--- src/rtl/scan_display_driver_if.sv ---
// Port bundle for scan_display_driver: scan control and packed digit inputs, plus
// the registered segment/digit-enable outputs and the frame pulse.
interface scan_display_driver_if #(
  parameter int unsigned N_DIGITS = 4
);
  logic                    en;
  logic [4*N_DIGITS-1:0]   digits_in;
  logic [N_DIGITS-1:0]     dp_in;
  logic                    lz_en;
  logic [7:0]              seg_out;
  logic [N_DIGITS-1:0]     dig_sel;
  logic                    frame_done;

  modport master (
    output en, digits_in, dp_in, lz_en,
    input  seg_out, dig_sel, frame_done
  );

  modport slave (
    input  en, digits_in, dp_in, lz_en,
    output seg_out, dig_sel, frame_done
  );
endinterface

--- src/rtl/scan_display_driver.sv ---
// Time-multiplexed seven-segment driver: one digit per slot, blanking at the start
// of each slot, frame-wide input snapshot, optional hex decode and leading-zero blanking.
module scan_display_driver #(
  parameter int unsigned N_DIGITS     = 4,
  parameter int unsigned CLK_DIV      = 1000,
  parameter int unsigned BLANK_CYCLES = 2,
  parameter bit          HEX_EN       = 1'b1
) (
  input logic                  clk,
  input logic                  rst,
  scan_display_driver_if.slave bus
);

  localparam int unsigned CntW = (CLK_DIV > 1) ? $clog2(CLK_DIV) : 1;
  localparam int unsigned IdxW = (N_DIGITS > 1) ? $clog2(N_DIGITS) : 1;

  logic [CntW-1:0]         div_cnt_q, div_cnt_d;
  logic [IdxW-1:0]         idx_q, idx_d;
  logic [4*N_DIGITS-1:0]   snap_digits_q;
  logic [N_DIGITS-1:0]     snap_dp_q;
  logic                    snap_lz_q;
  logic [7:0]              seg_q, seg_d;
  logic [N_DIGITS-1:0]     dig_sel_q, dig_sel_d;
  logic                    frame_done_q, frame_done_d;

  logic                    slot_end, frame_wrap, blank;
  logic [N_DIGITS-1:0]     lead_zero;
  logic                    zero_run;

  function automatic logic [6:0] decode(input logic [3:0] code);
    case (code)
      4'h0:    decode = 7'h3F;
      4'h1:    decode = 7'h06;
      4'h2:    decode = 7'h5B;
      4'h3:    decode = 7'h4F;
      4'h4:    decode = 7'h66;
      4'h5:    decode = 7'h6D;
      4'h6:    decode = 7'h7D;
      4'h7:    decode = 7'h07;
      4'h8:    decode = 7'h7F;
      4'h9:    decode = 7'h6F;
      4'hA:    decode = HEX_EN ? 7'h77 : 7'h00;
      4'hB:    decode = HEX_EN ? 7'h7C : 7'h00;
      4'hC:    decode = HEX_EN ? 7'h39 : 7'h00;
      4'hD:    decode = HEX_EN ? 7'h5E : 7'h00;
      4'hE:    decode = HEX_EN ? 7'h79 : 7'h00;
      default: decode = HEX_EN ? 7'h71 : 7'h00;
    endcase
  endfunction

  assign slot_end   = bus.en && (div_cnt_q == CntW'(CLK_DIV - 1));
  assign frame_wrap = slot_end && (idx_q == IdxW'(N_DIGITS - 1));
  assign blank      = (32'(div_cnt_q) < BLANK_CYCLES);

  always_comb begin
    div_cnt_d = div_cnt_q;
    idx_d     = idx_q;
    if (bus.en) begin
      if (slot_end) begin
        div_cnt_d = '0;
        idx_d     = frame_wrap ? '0 : idx_q + 1'b1;
      end else begin
        div_cnt_d = div_cnt_q + 1'b1;
      end
    end
  end

  // lead_zero[k] is set when digits N_DIGITS-1 down to k are all zero.
  always_comb begin
    lead_zero = '0;
    zero_run  = 1'b1;
    for (int k = N_DIGITS - 1; k >= 0; k--) begin
      zero_run     = zero_run && (snap_digits_q[4*k +: 4] == 4'h0);
      lead_zero[k] = zero_run;
    end
  end

  always_comb begin
    seg_d        = 8'h00;
    dig_sel_d    = '1;
    frame_done_d = frame_wrap;
    if (bus.en && !blank) begin
      for (int unsigned k = 0; k < N_DIGITS; k++) begin
        if (idx_q == IdxW'(k)) begin
          dig_sel_d[k] = 1'b0;
          seg_d[7]     = snap_dp_q[k];
          seg_d[6:0]   = (snap_lz_q && (k != 0) && lead_zero[k]) ? 7'h00
                                                                 : decode(snap_digits_q[4*k +: 4]);
        end
      end
    end
  end

  always_ff @(posedge clk or posedge rst) begin
    if (rst) begin
      div_cnt_q     <= '0;
      idx_q         <= '0;
      snap_digits_q <= '0;
      snap_dp_q     <= '0;
      snap_lz_q     <= 1'b0;
      seg_q         <= 8'h00;
      dig_sel_q     <= '1;
      frame_done_q  <= 1'b0;
    end else begin
      div_cnt_q    <= div_cnt_d;
      idx_q        <= idx_d;
      seg_q        <= seg_d;
      dig_sel_q    <= dig_sel_d;
      frame_done_q <= frame_done_d;
      if (frame_wrap) begin
        snap_digits_q <= bus.digits_in;
        snap_dp_q     <= bus.dp_in;
        snap_lz_q     <= bus.lz_en;
      end
    end
  end

  assign bus.seg_out    = seg_q;
  assign bus.dig_sel    = dig_sel_q;
  assign bus.frame_done = frame_done_q;

endmodule

--- src/flat_wrapper.sv ---
// flat-port wrapper written by rule: the top's interface ports become plain ports
module scan_display_driver_flat 
#(
  parameter int unsigned N_DIGITS     = 4,
  parameter int unsigned CLK_DIV      = 1000,
  parameter int unsigned BLANK_CYCLES = 2,
  parameter bit          HEX_EN       = 1'b1
)
  (clk, rst, bus_en, bus_digits_in, bus_dp_in, bus_lz_en, bus_seg_out, bus_dig_sel, bus_frame_done);
  scan_display_driver_if #(.N_DIGITS(N_DIGITS)) bus_i ();
  input logic clk;
  input logic rst;
  input wire logic [$bits(bus_i.en)-1:0] bus_en;
  input wire logic [$bits(bus_i.digits_in)-1:0] bus_digits_in;
  input wire logic [$bits(bus_i.dp_in)-1:0] bus_dp_in;
  input wire logic [$bits(bus_i.lz_en)-1:0] bus_lz_en;
  output wire logic [$bits(bus_i.seg_out)-1:0] bus_seg_out;
  output wire logic [$bits(bus_i.dig_sel)-1:0] bus_dig_sel;
  output wire logic [$bits(bus_i.frame_done)-1:0] bus_frame_done;
  assign bus_i.en = bus_en;
  assign bus_i.digits_in = bus_digits_in;
  assign bus_i.dp_in = bus_dp_in;
  assign bus_i.lz_en = bus_lz_en;
  assign bus_seg_out = bus_i.seg_out;
  assign bus_dig_sel = bus_i.dig_sel;
  assign bus_frame_done = bus_i.frame_done;
  scan_display_driver #(.N_DIGITS(N_DIGITS), .CLK_DIV(CLK_DIV), .BLANK_CYCLES(BLANK_CYCLES), .HEX_EN(HEX_EN)) u_core (.clk(clk), .rst(rst), .bus(bus_i));
endmodule
--- config.mk ---
export PLATFORM = sky130hd
export DESIGN_NAME = scan_display_driver_flat
export DESIGN_NICKNAME = d
export VERILOG_FILES = /design/src/rtl/scan_display_driver_if.sv /design/src/rtl/scan_display_driver.sv /design/src/flat_wrapper.sv
export SDC_FILE = /design/constraint.sdc
export NUM_CORES = 1
export LEC_CHECK = 0
export CORE_AREA = 5 5 90 75
export CTS_CLUSTER_SIZE = 25
export DETAILED_ROUTE_END_ITERATION = 12
export DIE_AREA = 0 0 95 80
export PLACE_DENSITY_LB_ADDON = 0.1
export REMOVE_ABC_BUFFERS = 1
export SYNTH_ARGS = -nofsm -noshare
export SYNTH_HDL_FRONTEND = slang
export SYNTH_SLANG_ARGS = --single-unit
--- constraint.sdc ---
create_clock -name clk -period 3.6 [get_ports clk]
set_input_delay 0.36 -clock clk [delete_from_list [all_inputs] [get_ports clk]]
set_output_delay 0.36 -clock clk [all_outputs]
set_load 0.02 [all_outputs]
# Yosys cells after proc, flatten, opt, wreduce, memory -nomap -nowiden

Memory sizes are Yosys's and may differ from the RTL's.
Index checks and enable logic that the tools add are counted.

Logic and storage cells: 48
Bits in registers: 46
Memory bits (read-only): 448
Memories: 4
Output and inout bits: 13

Memories:

| memory          | words | width | read ports | clocked after memory_dff | wr ports | line                      | source |
|---|---|---|---|---|---|---|---|
| (no name shown) | 16    | 7     | 1          | 0                        | 0        | scan_display_driver.sv:31 | `case (code)` |
| (no name shown) | 16    | 7     | 1          | 0                        | 0        | scan_display_driver.sv:31 |  |
| (no name shown) | 16    | 7     | 1          | 0                        | 0        | scan_display_driver.sv:31 |  |
| (no name shown) | 16    | 7     | 1          | 0                        | 0        | scan_display_driver.sv:31 |  |

Reduce and logical (&&, ||, !) cells: 14
Eq/ne operators: 4
Magnitude comparators: 1
Add/sub/neg operators: 2
Mux-type cells: 15

Operators by type and width:

| cell                                                         | count |
|---|---|
| 2-to-1 mux 8 bit                                             | 5 |
| 2-to-1 mux 7 bit                                             | 3 |
| zero test 4 bit                                              | 3 |
| adder 10 x 1 -> 10 bit (second input constant)               | 1 |
| equality test 10 bit (second input constant)                 | 1 |
| less-than comparator 10 x 2 -> 1 bit (second input constant) | 1 |
| 2-to-1 mux 10 bit                                            | 1 |
| logical AND 1 bit                                            | 8 |
| equality test 2 bit (second input constant)                  | 2 |
| 2-to-1 mux 1 bit                                             | 4 |
| 2-to-1 mux 4 bit                                             | 1 |
| adder 2 x 1 -> 2 bit (second input constant)                 | 1 |
| equality test 2 x 1 -> 1 bit (second input constant)         | 1 |
| zero test 2 bit                                              | 1 |
| 2-to-1 mux 2 bit                                             | 1 |
| AND reduction 2 bit                                          | 1 |
| zero test 1 bit                                              | 1 |

# Depth between registers and ports, before layout

Word-level depth: 9
Depth in mapped cells: 7
Depth with buffers taken out: 7

# Least setup slack after synthesis

Ideal clock, no wire load.

Path kind: register to register
From: reg u_core.snap_digits_q[12]
To: reg u_core.seg_q[5], in the netlist u_core.bus.seg_out[5]
Path slack: 1.799 ns
Stages on the path, launching flop included: 8
Library setup time: 0.077 ns
Arrival time: 1.724 ns
Period minus slack after synthesis: 1.801 ns
Data required time: 3.523 ns
Path buffers: 0
Cell sequence: dfrtp_1 > inv_1 > ha_1 > and4bb_2 > nand4_1 > nand3b_1 > or3_1 > a21oi_1

Word-level cells in the longest chain between the ends: 9
Elaborated cells on any way between the ends: 14
Classes of those cells: mux (7); reduce/logical (6); memory (1)

Ends and longest elaborated chain:

| item                           | line                       | source |
|---|---|---|
| from (decl)                    | scan_display_driver.sv:19  | `logic [4*N_DIGITS-1:0] snap_digits_q;` |
| from (signal assigned)         | scan_display_driver.sv:111 | `snap_digits_q <= bus.digits_in;` |
| zero test 4 bit                | scan_display_driver.sv:73  | `zero_run = zero_run && (snap_digits_q[4*k +: 4] == 4'h0);` |
| logical AND 1 bit (2 in a row) | scan_display_driver.sv:73  |  |
| logical AND 1 bit              | scan_display_driver.sv:87  | `seg_d[6:0] = (snap_lz_q && (k != 0) && lead_zero[k]) ? 7'h00` |
| 2-to-1 mux 7 bit               | scan_display_driver.sv:87  |  |
| 2-to-1 mux 8 bit (2 in a row)  | scan_display_driver.sv:84  | `if (idx_q == IdxW'(k)) begin` |
| 2-to-1 mux 8 bit *             | scan_display_driver.sv:84  |  |
| 2-to-1 mux 8 bit *             | scan_display_driver.sv:82  | `if (bus.en && !blank) begin` |
| via u_core.seg_d[5]            | scan_display_driver.sv:22  | `logic [7:0] seg_q, seg_d;` |
| to (signal assigned)           | scan_display_driver.sv:107 | `seg_q <= seg_d;` |
| to (decl)                      | scan_display_driver.sv:22  |  |

Mark *: on every way through the listed nets, which the timed path passes. The rest lies on a longest branch.
A chain may end at the register's enable or synchronous reset.

# Worst setup path after layout

From: reg u_core.snap_digits_q[12]
To: reg u_core.seg_q[4], in the netlist u_core.bus.seg_out[4]

Same word-level chain as after synthesis.

==> out/results.ini <==
[clock_network]
cts_tree=done
cts_buffers=5
clkSinkCount=46
cts.path.max_buffers=2
cts-root-buf=clkbuf_8
cts_setup_buffers=0
worstSkewPairLatency_ns=0.29
hold_buffers=0
cts-htree-levels=2
clkTransAtPathRegs_ns=0.09
cts_resized=0

[synth]
yosysWarningCount=0
synth.top_cell.area_share_pct=33.3
yosysMostFrequentCell=dfrtp_1
post_synth_main_area_contributors=dfrtp_1, ha_1, mux2_4
synth_cells=317
ys_async_sr_fraction_pct=100
syn_area_mm2=0.00316
syn_area_per_cell_um2=9.97
ys.flop_type=dfrtp_1
ys_types=56
synth_seq_cells=46
synth_edf_count=0
yosys-top-cells-count=dfrtp_1, nand2_1, ha_1, inv_1, mux2_4
ys_seq_area_share_pct=36.6
synth_top_area_cell=dfrtp_1

[timing]
rsz0062_at_grt=no
tns_ns=0
slew_headroom_pct=38.9
fmax_ghz=0.471
maxSlewViolCount=0
fin_crit_sh_pct=58.9
fin_skew_ns=0.00705
layout_min_cycle_time_ns=2.12
setup_viol=0
finalHoldViolCount=0
worst_pin_slew_ns=0.915

[outcome]
status=completed

[floorplan]
rows=25
die_w_um=95
io_pins=37
die_h_um=80
design.core.area_mm2=0.00576
die_area_mm2=0.00760
start_util_pct=54.9

[setup_path]
cp_max_fo=6
crit_type=reg2reg
crit_arrival_ns=2.29
cp.required_ns=3.77
end_kind=flip-flop
cp-start-kind=flip-flop

[power]
ir_worst_vdd_mv=0.262
total_power_mw=1.18
p_leak_nw=1.57
power_density_mw_per_mm2=323

[placement]
placed_area_mm2=0.00354
port_buffers=36
placed_cells=419
dpl.hpwl_um=4690
gp_congestion=0.843

[final_layout]
final-seq-area_mm2=0.00116
n_antenna_cell=0
final_nets=398
stdcell_area_mm2=0.00364
fillCellCount=513
drive_gt1_share_pct=13.3
fin_cells=427
multi_input_area_mm2=0.00184
area_delta_synth_final_pct=15.1

[detailed_routing]
ant_nets=0
vias=2360
drt_pass1_iterations=4
wirelength_um=6290
drtIter0Drc=198
wire_per_inst_um=14.7
viasPerCell=5.53
drc_errors=0

[hold_path]
hold_path.class=reg2reg

[grt]
grt_antenna_before_repair=0
grt_pass1_vias=2293
grt_pass1_wl_um=10900
grt_max_degree=47
grt_overflow_total=0
grt_usage_pct=18.2

[flow_run]
cap_violations=0

[registers in the layout (all words and copies together) (netlist names)]
signal,cells
u_core.snap_digits_q,16
u_core.bus.dig_sel,4
u_core.div_cnt_q,10
u_core.idx_q,2
u_core.bus.frame_done,1
u_core.snap_dp_q,4
u_core.bus.seg_out,8
u_core.snap_lz_q,1
[final timing paths]
kind                                                      startpoint                               to  slack (ns)  cells after the start
worst max-delay path            u_core.snap_digits_q[12]$_DFFE_PP0P_  u_core.bus.seg_out[4]$_DFF_PP0_        1.48                      7
worst min-delay path                 u_core.snap_dp_q[3]$_DFFE_PP0P_  u_core.snap_dp_q[3]$_DFFE_PP0P_        0.52                      1
worst max register to register  u_core.snap_digits_q[12]$_DFFE_PP0P_  u_core.bus.seg_out[4]$_DFF_PP0_        1.48                      7
worst min register to register       u_core.snap_dp_q[3]$_DFFE_PP0P_  u_core.snap_dp_q[3]$_DFFE_PP0P_        0.52                      1
max in group asynchronous                                        rst  u_core.bus.seg_out[4]$_DFF_PP0_        2.44                      2
min in group asynchronous                                        rst  u_core.bus.seg_out[7]$_DFF_PP0_        0.59                      2
[worst max-delay path, stage by stage (launching register included)]
cell and delay, ns:
dfrtp_1 0.45, inv_1 0.15, ha_1 0.27, and4bb_2 0.28
nand4_1 0.13, nand3b_1 0.24, a311oi_1 0.10, o311a_1 0.38
[cell families after synthesis]
kind of cell | count (synthesis) | synth area share [%]
adders and majority gates | 29 | 11.5
AOI/OAI and AO/OA | 68 | 14.6
DFF | 46 | 36.6
xor gates and xnor gates | 5 | 1.39
and+or+nand+nor | 98 | 15.7
muxes | 34 | 14.9
buffers and inverters | 37 | 5.34
[power breakdown]
part	switching [mW]	internal (mW)
sequential	0.0493	0.572
combinational	0.113	0.112
clock	0.176	0.155
total	0.338	0.838
[final cells by class]
class	instances	share of cell area (%)
multi-input combinational	234	50.4
sequential	46	31.8
timing repair buffer	38	10.3
tap	81	2.79
clock buffer	6	2.27
inverter	20	2.06
clock inverter	2	0.344
[placed cells by master, fill, tap and decap left out, types with 2 or more instances in the layout]
cell             count
dfrtp_1             42
clkdlybuf4s50_1     36
nand2_1             35
ha_1                29
mux2_4              20
inv_1               19
nor2_1              17
o21ai_0             16
a21oi_1             16
nand3_1              8
mux2i_1              7
o211ai_1             6
clkbuf_8             6
nor3_1               5
or3_1                5
mux2_2               5
nand4_1              4
a221o_1              4
nand2b_1             4
a211oi_1             4
nor2b_1              4
dfstp_2              4
nand3b_1             3
xnor2_1              3
and2_1               2
or4_1                2
nor3b_1              2
a22oi_1              2
a31oi_1              2
and3_1               2
o311a_1              2
mux4_2               2
o311ai_0             2
xor2_1               2
buf_4                2
[through the flow]
stage	hold WS, ns	utilization [%]	setup slack (ns)
final	0.522	63.2	1.48
after global routing	0.556	63.2	1.32
after CTS	0.527	63.2	1.49
after detailed placement	0.498	61.6	1.32
after global placement	0.492	61.6	1.35
after floorplan	0.467	-	1.47
[per-layer routing]
metal | track usage, % | share of wire, % | up-vias | wire length [um]
met1 | 27.9 | 52 | 1108 | 3300
met2 | 26.6 | 41 | 57 | 2610
li1 | - | - | 1191 | -
met4 | 3.46 | 0.62 | 0 | 39
met5 | 0 | 0 | - | 0
met3 | 3.49 | 5.5 | 4 | 346
Note: power is estimated with default switching activity, not from simulation.
